$ cat src/rtl/alu_mult_sequencer.sv
// Shift-and-add MULTU sequencer that borrows the shared ALU for 32 cycles per product.
// Optional macro MULT_ZERO_SKIP_EN: a zero operand skips RUN and goes straight to DONE.
module alu_mult_sequencer #(
  parameter int WIDTH = 32,
  parameter int CNT_W = 5
) (
  input  logic             clk,
  input  logic             rst,
  input  logic             start,
  input  logic [WIDTH-1:0] mcand_in,
  input  logic [WIDTH-1:0] mplier_in,
  output logic             busy,
  output logic             done,
  output logic [WIDTH-1:0] hi,
  output logic [WIDTH-1:0] lo,
  input  logic [2:0]       dp_ctl,
  input  logic [WIDTH-1:0] dp_dataA,
  input  logic [WIDTH-1:0] dp_dataB,
  output logic [2:0]       alu_ctl,
  output logic [WIDTH-1:0] alu_dataA,
  output logic [WIDTH-1:0] alu_dataB,
  input  logic [WIDTH-1:0] alu_dataOut
);

  localparam logic [1:0] S_IDLE = 2'b00;
  localparam logic [1:0] S_RUN  = 2'b01;
  localparam logic [1:0] S_DONE = 2'b10;
  localparam logic [2:0] ALU_ADD = 3'b010;

  logic [1:0]       state_q, state_d;
  logic [WIDTH-1:0] hi_q, hi_d;
  logic [WIDTH-1:0] lo_q, lo_d;
  logic [WIDTH-1:0] mcand_q, mcand_d;
  logic [CNT_W-1:0] count_q, count_d;
  logic [WIDTH-1:0] sum;
  logic             carry;
  logic             zero_op;

  // The ALU has no carry output, so the add carry is rebuilt from the operand and sum MSBs.
  always_comb begin
    sum   = alu_dataOut;
    carry = (hi_q[WIDTH-1] & mcand_q[WIDTH-1]) |
            ((hi_q[WIDTH-1] | mcand_q[WIDTH-1]) & ~sum[WIDTH-1]);
  end

`ifdef MULT_ZERO_SKIP_EN
  assign zero_op = (mcand_in == '0) || (mplier_in == '0);
`else
  assign zero_op = 1'b0;
`endif

  always_comb begin
    state_d = state_q;
    hi_d    = hi_q;
    lo_d    = lo_q;
    mcand_d = mcand_q;
    count_d = count_q;
    case (state_q)
      S_IDLE: begin
        if (start) begin
          mcand_d = mcand_in;
          count_d = '0;
          hi_d    = '0;
          if (zero_op) begin
            lo_d    = '0;
            state_d = S_DONE;
          end else begin
            lo_d    = mplier_in;
            state_d = S_RUN;
          end
        end
      end
      S_RUN: begin
        if (lo_q[0]) begin
          {hi_d, lo_d} = {carry, sum, lo_q[WIDTH-1:1]};
        end else begin
          {hi_d, lo_d} = {1'b0, hi_q, lo_q[WIDTH-1:1]};
        end
        count_d = count_q + CNT_W'(1);
        if (count_q == CNT_W'(WIDTH-1)) begin
          state_d = S_DONE;
        end
      end
      S_DONE: begin
        state_d = S_IDLE;
      end
      default: begin
        state_d = S_IDLE;
      end
    endcase
  end

  always_ff @(posedge clk) begin
    if (rst) begin
      state_q <= S_IDLE;
      hi_q    <= '0;
      lo_q    <= '0;
      mcand_q <= '0;
      count_q <= '0;
    end else begin
      state_q <= state_d;
      hi_q    <= hi_d;
      lo_q    <= lo_d;
      mcand_q <= mcand_d;
      count_q <= count_d;
    end
  end

  // The sequencer owns the ALU only while iterating; otherwise the datapath passes straight through.
  always_comb begin
    alu_ctl   = dp_ctl;
    alu_dataA = dp_dataA;
    alu_dataB = dp_dataB;
    if (state_q == S_RUN) begin
      alu_ctl   = ALU_ADD;
      alu_dataA = hi_q;
      alu_dataB = mcand_q;
    end
  end

  assign busy = (state_q == S_RUN);
  assign done = (state_q == S_DONE);
  assign hi   = hi_q;
  assign lo   = lo_q;

endmodule
$ cat config.mk
export PLATFORM = sky130hd
export DESIGN_NAME = alu_mult_sequencer
export DESIGN_NICKNAME = d
export VERILOG_FILES = /design/src/rtl/alu_mult_sequencer.sv
export SDC_FILE = /design/constraint.sdc
export NUM_CORES = 1
export LEC_CHECK = 0
export CAP_MARGIN = 20
export CORE_ASPECT_RATIO = 0.9
export CORE_MARGIN = 2
export CORE_UTILIZATION = 40
export DETAILED_ROUTE_END_ITERATION = 7
export PLACE_DENSITY = 0.84
export SLEW_MARGIN = 20
export SYNTH_ARGS = -nofsm -noshare
export SYNTH_HDL_FRONTEND = slang
export SYNTH_SLANG_ARGS = --single-unit
$ cat constraint.sdc
create_clock -name clk -period 2.3 [get_ports clk]
set_clock_uncertainty 0.05 [all_clocks]
set_input_delay 0.46 -clock clk [delete_from_list [all_inputs] [get_ports clk]]
set_output_delay 0.46 -clock clk [all_outputs]
set_load 0.02 [all_outputs]
; ---- Yosys cells after proc, flatten, opt, wreduce, memory -nomap -nowiden
; Index checks and enable logic that the tools add are counted.
[word_totals]
out_inout_bits = 133
wordCells = 35
input_bits = 166
reg_bits = 103
[classes]
n_addsub = 1
mux = 14
n_eq_ne = 5
bitwise_logic = 5
reduce_logical = 5
[op_table]
columns = operator, count
row1 = $mux 32, 6
row2 = $pmux 32 s2, 2
row3 = $pmux 5 s2, 1
row4 = $reduce_and 2->1, 3
row5 = $add 5x1->5 const B, 1
row6 = $eq 5x5->1 const B, 1
row7 = $mux 5, 1
row8 = $mux 2, 2
row9 = $pmux 2 s2, 1
row10 = $mux 3, 1
row11 = $and 1x1->1, 2
row12 = $eq 2x1->1 const B, 1
row13 = $eq 2x2->1 const B, 1
row14 = $logic_not 2->1, 1
row15 = $ne 2x1->1 const B, 1
row16 = $ne 2x2->1 const B, 1
row17 = $or 1x1->1, 2
row18 = $reduce_bool 2->1, 1
row19 = $not 1->1, 1

; ---- Longest topological paths before layout
; Gate-level depths: netlist of run 1.
[logic_depth]
ltp_word = 5
mapped_depth = 7
depth_no_buf = 5

; ---- Least setup slack after synthesis of run 1
; No wires, ideal clock.
[synth_timing]
path_type = reg2out
startpoint = reg state_q[0]
endpoint = out alu_dataB[11]
t_arrival_ps = 1323
path_buffers = 3
setup_slack_ps = 467
stages_incl_launch_ff = 8
required_ps = 1790
path_cell_list = dfxtp_1 > nand2b_1 > buf_2 > inv_2 > buf_2 > buf_2 > nand2_1 > nand2_1
[synth_between]
elab_chain_cells = 2
[synth_lines]
columns = element, line
row1 = "start, declared", 30  ; logic [1:0] state_q, state_d;
row2 = "start signal, assigned", 101  ; state_q <= state_d;
row3 = $eq 2x1->1, -
row4 = named net busy, 12  ; output logic busy,
row5 = $mux 32, 114  ; if (state_q == S_RUN) begin
row6 = "end, declared", 21  ; output logic [WIDTH-1:0] alu_dataB,
; The timed path passes the listed nets, and every way through them passes these cells.

; ---- Final worst setup path of run 1
[layout_timing]
startpoint = reg state_q[1]
endpoint = out alu_ctl[1]
[layout_between]
elab_chain_cells = 2
[layout_lines]
columns = element, line
row1 = $eq 2x1->1, 114
row2 = $mux 3, 114
row3 = "end, declared", 19  ; output logic [2:0] alu_ctl,
; No other way between the ends.

==> flow_summary_export.csv, run 1 <==
group,metric,value,unit
outcome,status,"complete, no violations",
critical_path,ff2ff_setup_slack,0.64,ns
placed_design,place_area,0.00823,sq mm
floorplanning,coreArea,0.0122,sq mm
route,via_per_inst,4.99,
synthesis,synth_edf_count,0,
clock_network,cts_tree,"built",
global_route,grt_pass1_wl,26.5,mm
global_route,antenna_found_initial,0,
cells_and_area,diodes,0,
critical_path,crit_path_end_kind,"output pin",
synthesis,syn_area,0.00506,sq mm
critical_path,cp_data_required_time,1.79,ns
synthesis,ys_async_sr_fraction,0,
synthesis,synth_cell_type_count,34,
cells_and_area,final_net_count,1148,
route,drt-pass1-iter-count,5,
flow_run,max-cap-violations,0,
cells_and_area,area.growth.synth_to_final,68.7,%
clock_network,cts_root_buf,"clkbuf_16",
sta,holdWs,0.404,ns
floorplanning,dieHeight,111,um
synthesis,synth_seq_cells,103,
sta,tightest_slew,0.662,ns
placed_design,numPortBuffers,298,
route,drc,0,
critical_path,path_cells,"nand2b_4 -> buf_8 -> nand2b_1 -> clkdlybuf4s50_1",
synthesis,syn_nets,877,
cells_and_area,drive_above_1_share,0.0761,
synthesis,synth_top_cell_by_area,"dfxtp_1",
sta,timing.fmax,451,MHz
route,wire_per_inst,14.3,um
cells_and_area,final_area,0.00853,sq mm
sta,finalSetupViolCount,0,
route,routedLengthMet1,6.70,mm
route,ant_nets,0,
critical_path,worstPathMaxFanout,29,
route,top_layer,"met4",
synthesis,avgSynthCellArea,7.13,sq um
clock_network,htreeDepth,3,
sta,fin_crit,2.22,ns
pwr,p_leak,0.00383,uW
clock_network,clk_pin_slew,0.07,ns
synthesis,yosysSeqAreaShare,0.408,
critical_path,cp_top_family,"buffers and inverters",
synthesis,synth_top_flop_cell,"dfxtp_1",
clock_network,cts_buffers,9,
critical_path,slowest_delay,0.60,ns
pwr,p_per_area,577,mW/mm^2
floorplanning,start_util,0.414,
hold_path,hp-class,"reg2reg",
critical_path,crit_slowest_cell,"clkdlybuf4s50_1",
sta,min_period_over_period,0.964,
clock_network,cts_setup_buffers,0,
route,routed-wl-met3,1.36,mm
critical_path,crit_buf_inv,2,
floorplanning,die-area,0.0136,sq mm
placed_design,dp_hpwl,12.1,mm
route,drt-initial-drc-count,381,
route,wl,16.3,mm
route,wl_met2,8.06,mm
clock_network,clk_path_buf_depth,2,
synthesis,synth-warning-count,0,
floorplanning,die_w,123,um
pwr,p_total,4920,uW
synthesis,yosysTopAreaCellShare,0.408,
synthesis,synth_area_leaders,"dfxtp_1 (41%), nand2_1 (22%), mux2_2 (6.9%), a21oi_1 (6.5%), a211oi_1 (4.9%)",
sta,rsz0062_at_grt,"false",
floorplanning,io_pins,299,
sta,hold_viol,0,
route,vias,5718,
pwr,vdd_drop_max,0.000357,V
synthesis,synth_most_common_cell,"nand2_1",
clock_network,ctsHoldBuffers,0,
synthesis,synthCells,709,
clock_network,clk_latency,0.34,ns
clock_network,clock_sinks,103,
sta,slew_headroom,0.558,
placed_design,gp_congestion,0.812,
global_route,overflow,0,
global_route,grtUsageTotal,0.238,
critical_path,start_kind,"flop",
critical_path,arrival,1.71,ns
global_route,grt_max_degree,64,
critical_path,path_class,"reg2out",
sta,slew_viol_final,0,
synthesis,synth_commonest_cells,"nand2_1 (290), dfxtp_1 (103), a21oi_1 (66)",
global_route,grt_pass1_vias,5517,
floorplanning,num_rows,38,
-- worst min-delay path: stages, from the launching register on --
cell	delay, ns
dfxtp_1	0.31
nand2_1	0.05
a21oi_1	0.05
-- worst paths after layout --
path / startpoint / to / cells past startpoint
setup / recovery: state_q[1] / alu_ctl[1] / 4
hold / removal: mcand_q[7] / mcand_q[7] / 2
setup reg to reg: state_q[0] / hi[14] / 5
hold reg to reg: mcand_q[7] / mcand_q[7] / 2
-- per-layer routing --
layer  up-vias  global-route usage
li1       2886                   -
met2       218               0.413
met4         0              0.0575
met3        18              0.0638
met1      2596               0.292
met5         -                   0
-- flip-flops by register name, summed over array words and instances (netlist names) --
signal   count
count_q      5
hi          32
lo          32
mcand_q     32
state_q      2
-- where the power goes --
part	internal, uW	total (uW)	leakage [uW]	switching (uW)
sequential	1890	1960	0.000844	74.5
combinational	705	1400	0.00284	699
clock	877	1550	0.000145	676
total	3470	4920	0.00383	1450
-- cells in the final DEF (no fill, tap or decap), drive strengths merged, types with 2 or more instances in the layout --
| cell | count |
|---|---|
| nor2 | 64 |
| clkdlybuf4s50 | 230 |
| a22oi | 31 |
| dfxtp | 103 |
| clkbuf | 10 |
| a211oi | 33 |
| nor3b | 2 |
| ha | 2 |
| and2 | 2 |
| nand2b | 2 |
| nand2 | 290 |
| clkinvlp | 2 |
| nand3 | 5 |
| dlymetal6s2s | 16 |
| dlygate4sd2 | 50 |
| clkinv | 2 |
| mux2 | 31 |
| inv | 3 |
| a21oi | 66 |
| buf | 23 |
-- logic make-up after synthesis --
logic type	synth area share
and+or+nand+nor	0.288
buffers and inverters	0.0569
adders and majority gates	0.00495
AOI/OAI and AO/OA	0.172
DFF	0.408
muxes	0.0710
-- metrics by stage --
step | setup TNS (ns) | instances | setup slack [ns] | util
3_3_place_gp | 0 | 1129 | 0.100 | 0.673
4_1_cts | -1.37 | 1145 | -0.112 | 0.694
3_5_place_dp | 0 | 1129 | 0.104 | 0.673
5_1_grt | 0 | 1145 | 0.00321 | 0.698
2_1_floorplan | 0 | 709 | 0.467 | -
6_report | 0 | 1145 | 0.0824 | 0.698
-- cell type report --
| class | count | area (sq um) |
|---|---|---|
| multi-input combinational | 544 | 2730 |
| sequential | 103 | 2060 |
| fill | 1027 | 3690 |
| tap | 160 | 200 |
| inverter | 2 | 10.0 |
| timing repair buffer | 320 | 3220 |
| clock buffer | 10 | 239 |
| clock inverter | 6 | 67.6 |
-- timing repair --
item,in CTS,in global routing
endpoints found under the hold margin,0,0
gates cloned,0,0
resized for setup,54,20
endpoints found under the setup margin,68,18
Power figures use the tool's default switching activity.
==> run 2, diff against run 1 <==
- CORE_ASPECT_RATIO: 0.9 -> 1.1
- REMOVE_ABC_BUFFERS: default -> 1
==> flow_summary_export.csv, run 2 (same netlist as run 1, synthesis figures left out) <==
group,metric,value,unit
global_route,grt_max_degree,64,
floorplanning,io_pins,299,
cells_and_area,most-common-layout-cells,"nand2_1 (290), clkdlybuf4s50_1 (246), dfxtp_1 (102)",
sta,holdWs,0.405,ns
critical_path,path_class,"reg2out",
sta,finalSetupViolCount,16,
clock_network,cts_tree,"built",
sta,tightest_slew,0.674,ns
sta,rsz0062_at_grt,"true",
critical_path,crit_path_end_kind,"output pin",
critical_path,worstRegToRegCells,5,
placed_design,place_area,0.00828,sq mm
sta,min_period_over_period,1.04,
hold_path,min_path_cells,2,
route,drc,0,
cells_and_area,nFillCells,1097,
route,wire_per_inst,14.5,um
route,vias,5725,
pwr,p_per_area,591,mW/mm^2
clock_network,ctsHoldBuffers,0,
pwr,vdd_drop_max,0.000449,V
sta,slew_viol_final,0,
clock_network,cts_root_buf,"clkbuf_16",
critical_path,worstPathMaxFanout,18,
placed_design,gp_congestion,0.795,
placed_design,dp_hpwl,12.5,mm
floorplanning,die_w,111,um
floorplanning,die-area,0.0136,sq mm
clock_network,clock_sinks,103,
placed_design,place_ws,0.0850,ns
pwr,p_total,5060,uW
cells_and_area,drive_above_1_share,0.0836,
global_route,grt_pass1_vias,5298,
floorplanning,coreArea,0.0125,sq mm
sta,hold_viol,0,
cells_and_area,area.growth.synth_to_final,69.5,%
outcome,status,"finished with violations",
floorplanning,start_util,0.405,
global_route,overflow,0,
critical_path,arrival,1.87,ns
global_route,grtUsageTotal,0.230,
pwr,p_leak,0.00372,uW
sta,slew_headroom,0.550,
floorplanning,num_rows,43,
sta,timing.fmax,420,MHz
clock_network,clk_pin_slew,0.07,ns
cells_and_area,diodes,0,
route,drt-initial-drc-count,315,
cells_and_area,final_net_count,1156,
floorplanning,dieHeight,122,um
clock_network,htreeDepth,3,
clock_network,cts_buffers,9,
cells_and_area,final_common_cell,"nand2_1",
sta,fin_crit,2.38,ns
route,ant_nets,0,
route,wl,16.7,mm
global_route,grt_pass1_wl,26.0,mm
clock_network,clk_path_buf_depth,2,
sta,tns,-0.736,ns
cells_and_area,final_area,0.00857,sq mm
placed_design,numPortBuffers,298,
critical_path,cp_data_required_time,1.79,ns
critical_path,start_kind,"flop",
clock_network,clk_latency,0.33,ns
hold_path,hp-class,"reg2reg",
flow_run,max-cap-violations,0,
clock_network,cts_setup_buffers,0,
sta,fin_ws,-0.0818,ns
global_route,antenna_found_initial,0,
outcome,violations,"setup timing",
route,drt-pass1-iter-count,6,
route,via_per_inst,4.98,
-- run 2: layout make-up --
type,count,area (sq um),share of cell area
flip-flops and latches,103,2060,0.241
well taps,157,196,0.0229
inverters,2,12.5,0.00146
clock inverters,4,77.6,0.00905
multi-input cells,544,2730,0.319
clock buffers,12,256,0.0299
repair buffers,328,3240,0.377
-- run 2: power by group --
part	internal [uW]	total [uW]	switching, uW
sequential	1890	1960	75.4
combinational	720	1420	704
clock	1020	1680	657
total	3630	5060	1440
-- run 2: metal layers --
layer,up-vias,share of wire,global-route usage
li1,2905,-,-
met1,2632,0.42,0.289
met2,168,0.51,0.410
met3,20,0.053,0.0408
met4,0,0.015,0.0579
met5,-,0,0
-- run 2: through the flow --
step | std cells | utilization
2_1_floorplan | 649 | -
3_3_place_gp | 1134 | 0.664
3_5_place_dp | 1134 | 0.664
4_1_cts | 1150 | 0.686
5_1_grt | 1150 | 0.687
6_report | 1150 | 0.687
-- run 2: repair_timing --
item	in CTS	in global routing
hold endpoints to repair	0	0
resized for setup	52	3
cloned	0	0
setup endpoints to repair	68	20
-- run 2: worst max-delay path: stages, from the launching register on --
cell	delay, ns
dfxtp_1	0.31
nand2b_4	0.18
inv_6	0.18
buf_12	0.16
nand2_1	0.06
nand2_1	0.05
clkdlybuf4s50_1	0.60
-- run 2: worst paths after layout --
kind	startpoint	end	slack [ns]
worst max-delay path	state_q[1]	alu_dataB[21]	-0.08
worst min-delay path	mcand_q[3]	mcand_q[3]	0.41
worst max register to register	state_q[1]	lo[31]	0.64
worst min register to register	mcand_q[3]	mcand_q[3]	0.41
==> run 3, diff against run 2 <==
- CORE_ASPECT_RATIO: 1.1 -> default
- CORE_UTILIZATION: 40 -> 41
- CTS_CLUSTER_SIZE: default -> 20
- PLACE_DENSITY: 0.84 -> 0.85
- SKIP_CTS_REPAIR_TIMING: default -> 1
==> flow_summary_export.csv, run 3 (same netlist as run 1, synthesis figures left out) <==
group,metric,value,unit
clock_network,cts_root_buf,"clkbuf_16",
critical_path,r2r_start,"state_q[1]",
sta,fin_ws,-0.0793,ns
hold_path,worstHoldEndpoint,"mcand_q[12]",
critical_path,cp_data_required_time,1.79,ns
sta,finalSetupViolCount,1,
clock_network,clock_sinks,103,
hold_path,min_path_cells,2,
critical_path,path_cells,"nand2b_4 -> buf_4 -> nand2_1 -> nand2_1 -> clkdlybuf4s50_1",
sta,fin_crit,2.38,ns
critical_path,worstReg2RegEnd,"lo[31]",
critical_path,worstRegToRegCells,5,
outcome,violations,"setup timing",
route,ant_nets,0,
critical_path,cp_common_cell,"nand2_1",
critical_path,path_class,"reg2out",
global_route,grt_max_degree,67,
placed_design,numPortBuffers,298,
hold_path,hp-class,"reg2reg",
floorplanning,die_w,115,um
route,wire_per_inst,14.7,um
route,drc,0,
sta,min_period_over_period,1.03,
pwr,vdd_drop_max,0.000427,V
route,drt-pass1-iter-count,4,
sta,rsz0062_at_grt,"true",
cells_and_area,area.growth.synth_to_final,71.4,%
sta,tightest_slew,0.650,ns
placed_design,dp_hpwl,11.9,mm
clock_network,clk_latency,0.33,ns
placed_design,gp_congestion,0.814,
cells_and_area,final_common_cell,"nand2_1",
cells_and_area,drive_above_1_share,0.0724,
route,drt-initial-drc-count,260,
global_route,grt_pass1_vias,5249,
floorplanning,start_util,0.421,
floorplanning,coreArea,0.0120,sq mm
clock_network,clk_path_buf_depth,2,
floorplanning,die-area,0.0132,sq mm
clock_network,cts_tree,"built",
sta,timing.fmax,420,MHz
route,wl,16.5,mm
pwr,p_leak,0.00428,uW
route,vias,5693,
pwr,p_total,4940,uW
hold_path,worstHoldStart,"mcand_q[12]",
cells_and_area,final_net_count,1144,
critical_path,crit_path_end_kind,"output pin",
cells_and_area,diodes,0,
global_route,antenna_found_initial,0,
sta,hold_viol,0,
clock_network,htreeDepth,3,
critical_path,ff2ff_setup_slack,0.64,ns
cells_and_area,most-common-layout-cells,"nand2_1 (290), clkdlybuf4s50_1 (230), dfxtp_1 (102)",
floorplanning,num_rows,40,
sta,slew_headroom,0.567,
critical_path,start_kind,"flop",
global_route,overflow,0,
critical_path,slowest_delay,0.59,ns
clock_network,clk_pin_slew,0.07,ns
global_route,grtUsageTotal,0.233,
floorplanning,io_pins,299,
route,via_per_inst,5.05,
global_route,grt_pass1_wl,25.4,mm
critical_path,arrival,1.87,ns
flow_run,max-cap-violations,0,
pwr,p_per_area,570,mW/mm^2
critical_path,crit_slowest_cell,"clkdlybuf4s50_1",
outcome,status,"finished with violations",
sta,holdWs,0.407,ns
sta,slew_viol_final,0,
clock_network,cts_buffers,9,
floorplanning,dieHeight,115,um
critical_path,worstPathMaxFanout,21,
-- run 3: cell types whose count changed in the layout (fill, tap and decap cells not counted) --
cell             delta
clkinv_4            -2
buf_6               -1
buf_16              +1
clkinvlp_4          +1
buf_8               -1
clkbuf_8            -2
dlymetal6s2s_1     +65
inv_6               +3
inv_4               +1
buf_4              -11
dlygate4sd2_1      -49
clkdlybuf4s50_1    -16
bufinv_16           -1
-- run 3: worst max-delay path: cells and delay by family, from the launching register on --
kind	cells	cell delay, ns
buffers and inverters	2	0.85
flip-flops	1	0.33
AND/OR/NAND/NOR	3	0.36
-- run 3: per-stage QoR --
step / utilization / instances / setup slack (ns) / TNS (ns) / area (sq um)
5_1_grt: 0.722 / 1128 / -0.163 / -0.163 / 8670
2_1_floorplan: - / 649 / -2.40 / -302.78 / 4780
6_report: 0.722 / 1128 / -0.0793 / -0.0793 / 8670
3_5_place_dp: 0.682 / 1112 / 0.115 / 0 / 8190
3_3_place_gp: 0.682 / 1112 / 0.112 / 0 / 8190
4_1_cts: 0.707 / 1128 / -0.150 / -6.76 / 8490
-- run 3: layout make-up --
type,instances,area [sq um]
tap,147,184
inverter,2,10.0
sequential,103,2060
multi-input combinational,544,2730
clock inverter,6,72.6
timing repair buffer,316,3380
fill,929,3340
clock buffer,10,229
-- run 3: how the worst max path moves through the flow --
stage	start	end	slack (ns)
floorplan	state_q[1]	alu_dataA[0]	-2.40
global placement	dp_dataA[30]	alu_dataA[30]	0.11
detailed placement	dp_dataA[30]	alu_dataA[30]	0.11
CTS	state_q[1]	alu_dataA[31]	-0.15
global route	state_q[1]	alu_dataA[24]	-0.16
finish	state_q[1]	alu_dataA[24]	-0.08
-- run 3: per-layer routing --
| layer | share of wire | routed length (um) | global-route usage | vias to the layer above |
|---|---|---|---|---|
| met2 | 0.50 | 8300 | 0.407 | 187 |
| met3 | 0.064 | 1060 | 0.0506 | 26 |
| met1 | 0.41 | 6800 | 0.287 | 2608 |
| met5 | 0 | 0 | 0 | - |
| li1 | - | - | - | 2872 |
| met4 | 0.022 | 363 | 0.0699 | 0 |
-- run 3: power breakdown --
group          total (uW)  switching [uW]  leakage (uW)  internal [uW]
registers            1960            75.7      0.000844           1890
logic                1440             699       0.00329            736
clock network        1540             679      0.000144            861
total                4940            1450       0.00428           3480
